File: config.mk
export PLATFORM = sky130hd
export DESIGN_NAME = fetch_decode_front_end
export DESIGN_NICKNAME = d
export VERILOG_FILES = /design/src/rtl/fetch_decode_front_end.sv
export SDC_FILE = /design/constraint.sdc
export NUM_CORES = 1
export LEC_CHECK = 0
export CAP_MARGIN = 20
export CORE_ASPECT_RATIO = 0.6
export CORE_MARGIN = 5
export CORE_UTILIZATION = 40
export CTS_BUF_LIST = sky130_fd_sc_hd__clkbuf_2
export CTS_CLUSTER_SIZE = 14
export DETAILED_ROUTE_END_ITERATION = 8
export PLACE_DENSITY = 0.83
export SLEW_MARGIN = 20
export SYNTH_ARGS = -nofsm -noshare
export SYNTH_HDL_FRONTEND = slang
export SYNTH_SLANG_ARGS = --single-unit
export TNS_END_PERCENT = 30
File: constraint.sdc
create_clock -name clk -period 2.9 [get_ports clk]
set_input_delay 0.29 -clock clk [delete_from_list [all_inputs] [get_ports clk]]
set_output_delay 0.29 -clock clk [all_outputs]
set_load 0.05 [all_outputs]
File: src/rtl/fetch_decode_front_end.sv
// Fetch/decode front end: PC and IF/ID registers plus ID-stage control decode.
// SS forces a bubble on the decode outputs without touching fetch state.
module fetch_decode_front_end #(
    parameter int PC_W    = 8,
    parameter int INSTR_W = 32,
    parameter int PC_STEP = 4
) (
    input  logic               clk,
    input  logic               R,
    input  logic               LE,
    input  logic               SS,
    input  logic [INSTR_W-1:0] rom_instruction,
    output logic [PC_W-1:0]    pc_out,
    output logic [PC_W-1:0]    pc_plus4,
    output logic [INSTR_W-1:0] instruction,
    output logic [3:0]         ID_opcode,
    output logic               ID_AM,
    output logic               ID_S_enable,
    output logic               ID_load_instr,
    output logic               ID_RF_enable,
    output logic               ID_Size_enable,
    output logic               ID_RW_enable,
    output logic               ID_Enable_signal,
    output logic               ID_BL_instr,
    output logic               ID_B_instr
);

    typedef struct packed {
        logic [3:0] opcode;
        logic       am;
        logic       s_en;
        logic       load;
        logic       rf_en;
        logic       size_en;
        logic       rw_en;
        logic       mem_en;
        logic       bl;
        logic       b;
    } ctrl_t;

    logic [PC_W-1:0]    pc_q, pc_d;
    logic [INSTR_W-1:0] instr_q, instr_d;
    logic [2:0]         cls;
    ctrl_t              dec;
    ctrl_t              ctrl;

    assign pc_plus4 = pc_q + PC_W'(PC_STEP);

    always_comb begin
        pc_d    = pc_q;
        instr_d = instr_q;
        if (LE) begin
            pc_d    = pc_plus4;
            instr_d = rom_instruction;
        end
    end

    always_ff @(posedge clk or negedge R) begin
        if (!R) begin
            pc_q    <= '0;
            instr_q <= '0;
        end else begin
            pc_q    <= pc_d;
            instr_q <= instr_d;
        end
    end

    assign pc_out      = pc_q;
    assign instruction = instr_q;
    assign cls         = instr_q[27:25];

    // Condition field [31:28] is ignored; class bits pick the format.
    always_comb begin
        dec = '0;
        if (instr_q != '0) begin
            case (cls)
                3'b000, 3'b001: begin
                    dec.opcode = instr_q[24:21];
                    dec.s_en   = instr_q[20];
                    dec.am     = (cls == 3'b001);
                    dec.rf_en  = (instr_q[24:23] != 2'b10);
                end
                3'b010, 3'b011: begin
                    dec.am      = (cls == 3'b010);
                    dec.mem_en  = 1'b1;
                    dec.opcode  = instr_q[23] ? 4'b0100 : 4'b0010;
                    dec.load    = instr_q[20];
                    dec.rw_en   = ~instr_q[20];
                    dec.size_en = instr_q[22];
                    dec.rf_en   = instr_q[20];
                end
                3'b101: begin
                    dec.b     = 1'b1;
                    dec.bl    = instr_q[24];
                    dec.rf_en = instr_q[24];
                end
                default: dec = '0;
            endcase
        end
    end

    always_comb begin
        ctrl = dec;
        if (SS) begin
            ctrl = '0;
        end
    end

    assign ID_opcode        = ctrl.opcode;
    assign ID_AM            = ctrl.am;
    assign ID_S_enable      = ctrl.s_en;
    assign ID_load_instr    = ctrl.load;
    assign ID_RF_enable     = ctrl.rf_en;
    assign ID_Size_enable   = ctrl.size_en;
    assign ID_RW_enable     = ctrl.rw_en;
    assign ID_Enable_signal = ctrl.mem_en;
    assign ID_BL_instr      = ctrl.bl;
    assign ID_B_instr       = ctrl.b;

endmodule

Word level (Yosys, flattened, before mapping)
Index checks and enable logic that the tools add are counted.
- register bits after elaboration: 40
- bits of input ports: 36
- word-level logic and storage cells: 22
- add/subtract/negate cells: 1
- muxes and demuxes: 9
- bitwise operators: 1
- equality and inequality tests: 5
- reductions and logical operators: 4
- operators with widths (kind ; number):
    $reduce_bool A32 Y1 ; 1
    $mux W13 ; 2
    $pmux W5 S2 ; 1
    $add A8 B3 Y8 const B ; 1
    $eq A3 B2 Y1 const B ; 2
    $mux W3 ; 2
    $reduce_or A2 Y1 ; 2
    $eq A3 B1 Y1 const B ; 1
    $eq A3 B3 Y1 const B ; 1
    $logic_not A3 Y1 ; 1
    $pmux W1 S3 ; 1
    $mux W1 ; 2
    $mux W2 ; 1
    $ne A2 B2 Y1 const B ; 1
    $not A1 Y1 ; 1

Depth between registers and ports, before layout
- depth in word-level cells: 5
- depth in mapped cells: 5
- depth with buffers taken out: 4

Worst setup path before layout
OpenSTA, ideal clock, no wires.
- path type: reg2out
- start point: reg instr_q[26] (netlist: instruction[26])
- end point: out ID_RW_enable
- stages on the path, launching flop included: 4
- required time: 2.610 ns
- buffers on the path: 1
- slack: 0.433 ns
- arrival time: 2.177 ns
- cells stage by stage: dfrtp_1 buf_2 and2_1 nor2b_1
- word-level cells in the longest chain between the ends: 5
- elaborated cells between the ends (all ways): 7
- classes of those cells: eq/ne (2); mux (3); reduce/logical (2)
- RTL lines (element ; RTL line ; RTL):
    start: declaration ; 42 ; logic [INSTR_W-1:0] instr_q, instr_d;
    start signal: assignment ; 64 ; instr_q <= instr_d;
    $eq A3 B2 Y1 ; 76 ; case (cls)
    $reduce_or A2 Y1 ; 76 ;
    $mux W3 ; 76 ;
    $mux W13 (*) ; 75 ; if (instr_q != '0) begin
    $mux W13 (*) ; 104 ; if (SS) begin
    end: declaration ; 22 ; output logic ID_RW_enable,
Mark *: on every way between the ends. The rest lies on a longest branch, timed or not.

Worst setup path after layout
- start point: reg instr_q[25] (netlist: instruction[25])
- end point: out ID_RF_enable
- word-level cells in the longest chain between the ends: 5
- elaborated cells between the ends (all ways): 11
- classes of those cells: eq/ne (4); mux (3); reduce/logical (4)
- RTL lines (element ; RTL line ; RTL):
    $eq A3 B2 Y1, or another cell as far along ; 76 ;
    $reduce_or A2 Y1 ; 76 ;
    $pmux W1 S3 ; 76 ;
    $mux W13 (*) ; 75 ;
    $mux W13 (*) ; 104 ;
    end: declaration ; 20 ; output logic ID_RF_enable,
Marks and branches as above.

==> run summary <==
outcome: complete, no violations
DIE AREA: 5870 sq um
synthesized area: 1760 sq um
Starting DRT DRC Count: 36
layout cells sized above 1: 15.2%
Seq/Total Area, Yosys: 54.1%
CTS buffer count: 5
register bit total from synthesis: 38
maximum fanout along the worst path: 6
hold path startpoint: rom_instruction[23]
# Post-CTS Setup Buffers: 0
CP max-delay cell: clkdlybuf4s50_1
crit path kind: reg -> out
post_cts resized: 0
Hold Path Class: in -> reg
CTS Hold Bufs: 1
first-pass GRT wire length: 7.23 mm
vias in the first global route: 1358
vias: 1391
Reg2Reg Depth: 2
Pre-antenna DRT Iters: 4
IO Port Bufs: 92
clock sink total: 38
worst path arrival time: 2.41 ns
Post-Synthesis Cells: 138
measured slew at the worst slew-check pin: 0.837 ns
achievable frequency: 0.370 GHz
Leakage: 1.11 nW
Slew HR: 44.2%
CP Launch Type: flip-flop
Starting Density: 42.2%
critical register-to-register path startpoint: pc_out[2]
row cnt: 18
Hold Vio Cnt, Final: 0
Max Cap Viol: 0
warnings from Yosys: 0
flop-to-flop setup slack: 1.72 ns
Peak VDD IR: 0.442 mV
EDFF count, synth: 0
Netlist cell types: 30
core area: 4170 sq um
largest net degree at the start of global routing: 41
Worst Hold Endpoint: instruction[23]
CP cell instances: nor4_1 -> nand4_1 -> nor2_2 -> nor3_2 -> clkdlybuf4s50_1
Max Root-Sink Buffers: 2
clock transition at the registers of the reported paths: 0.20 ns
WL/cell: 16.2 um
DRT Wirelength: 4.72 mm
DIE HEIGHT: 61.4 um
initial antenna violation count: 0
worst-skew pair later-pin latency: 0.39 ns
via density per instance: 4.78
Synth Flop Type: dfrtp_1
commonest non-fill, non-tap cell in the layout: clkdlybuf4s50_1
P&R area growth vs syn: 56.9%
setup total negative slack: 0 ns
H-tree depth: 2
most frequent cells in the layout: 90 x clkdlybuf4s50_1, 38 x dfrtp_1, 18 x mux2_2, 13 x mux2_1
placed insts: 282
Worst path max stage delay: 0.72 ns
GP Congestion: 0.777
n_diodes: 0
Worst Path Required: 2.61 ns
placed wire-length estimate: 3.56 mm
Worst Skew: 0.000886 ns
CTS tree: yes
period utilization: 93.1%
DRC Markers: 0
CP endpoint kind: output port
reg2reg end: pc_out[3]
Post-DRT Antenna Nets: 0
nets: 267
aggregate global-route resource usage: 16.7%
WHS Path Cells: 3
asr flop ratio synth: 100%
Overflow after GRT: 0
Final Critical Period: 2.70 ns
average size of a mapped cell: 12.7 sq um
PD cells: 812 nW/um^2
Final setup viols: 0
clock root buffer: clkbuf_2
RSZ-0062 raised after global routing: no
IO Count: 97
Final Non-Filler Cells: 291
Die W: 95.6 um
Max Slew Vio Count: 0
critical path: cells and delay by family, from the launching register on:
kind,cells,cell delay (ns)
flops,1,0.50
buf+inv,1,0.72
simple gates,4,0.81
power breakdown:
part	internal, mW	switching [mW]	total (mW)
Clock	0.154	0.172	0.325
Sequential	0.615	0.117	0.732
Combinational	0.421	0.761	1.18
synthesized netlist by cell type (2+ instances only):
library cell | number | area share, %
o21ai_0 | 2 | 0.57
xor2_1 | 3 | 1.5
buf_4 | 4 | 1.7
and2_1 | 5 | 1.8
mux2_2 | 18 | 12
nor3_2 | 2 | 1.1
dfrtp_1 | 38 | 54
nand3_1 | 2 | 0.57
buf_2 | 5 | 1.4
inv_1 | 3 | 0.64
and3_1 | 2 | 0.71
nand2_1 | 5 | 1.1
nand4_1 | 4 | 1.4
xnor2_1 | 7 | 3.5
mux2_1 | 13 | 8.3
nor4_1 | 7 | 2.5
nor2_1 | 2 | 0.43
nor3_1 | 4 | 1.1
worst max path at each step:
stage	cells past startpoint	from	endpoint
4_1_cts	5	instruction[25]	ID_RF_enable
3_3_place_gp	5	SS	ID_RW_enable
5_1_grt	5	instruction[25]	ID_RF_enable
2_1_floorplan	3	instruction[26]	ID_RW_enable
6_report	5	instruction[25]	ID_RF_enable
3_5_place_dp	5	SS	ID_RW_enable
layer usage:
metal	track usage, %	part of all wire (%)	vias to the layer above
met5	0	0	-
met4	4.25	0.72	0
li1	-	-	667
met1	22.3	45	666
met2	25.4	45	53
met3	6.96	8.7	5
logic make-up (layout without fill, tap and decap cells):
logic type / count (synthesis) / in the layout / synth area share [%]
buffers and inverters: 14 / 104 / 4.69
XOR/XNOR: 10 / 10 / 4.98
other: 1 / 4 / 0.213
AND/OR/NAND/NOR: 38 / 38 / 13.2
AO/OA/AOI/OAI: 4 / 4 / 1.78
multiplexers: 32 / 32 / 20.4
flip-flops: 38 / 38 / 54.1
adder cells (fa/ha/maj): 1 / 1 / 0.711
flip-flops by register name (all words and copies together), names as in the netlist:
name / cells
instruction: 32
pc_out: 6
per-stage QoR:
stage                     utilization (%)  cell area (sq um)  power [mW]  hold WS, ns  worst slack [ns]
after CTS                            66.2               2760        2.27        0.432             0.147
after global placement               64.4               2690        1.92        0.440             0.483
final                                66.2               2760        2.24        0.449             0.199
after global routing                 66.2               2760        2.35        0.447            0.0835
after detailed placement             64.4               2690        1.94        0.448             0.482
after floorplan                         -               1770        1.52     -0.00559             0.433
area by class of cell:
class | instances | area [sq um]
timing repair buffer | 93 | 921
clock buffer | 7 | 35.0
fill | 338 | 1410
tap | 60 | 75.1
inverter | 3 | 11.3
multi-input combinational | 89 | 737
clock inverter | 1 | 30.0
sequential | 38 | 951
Power figures use the tool's default switching activity.
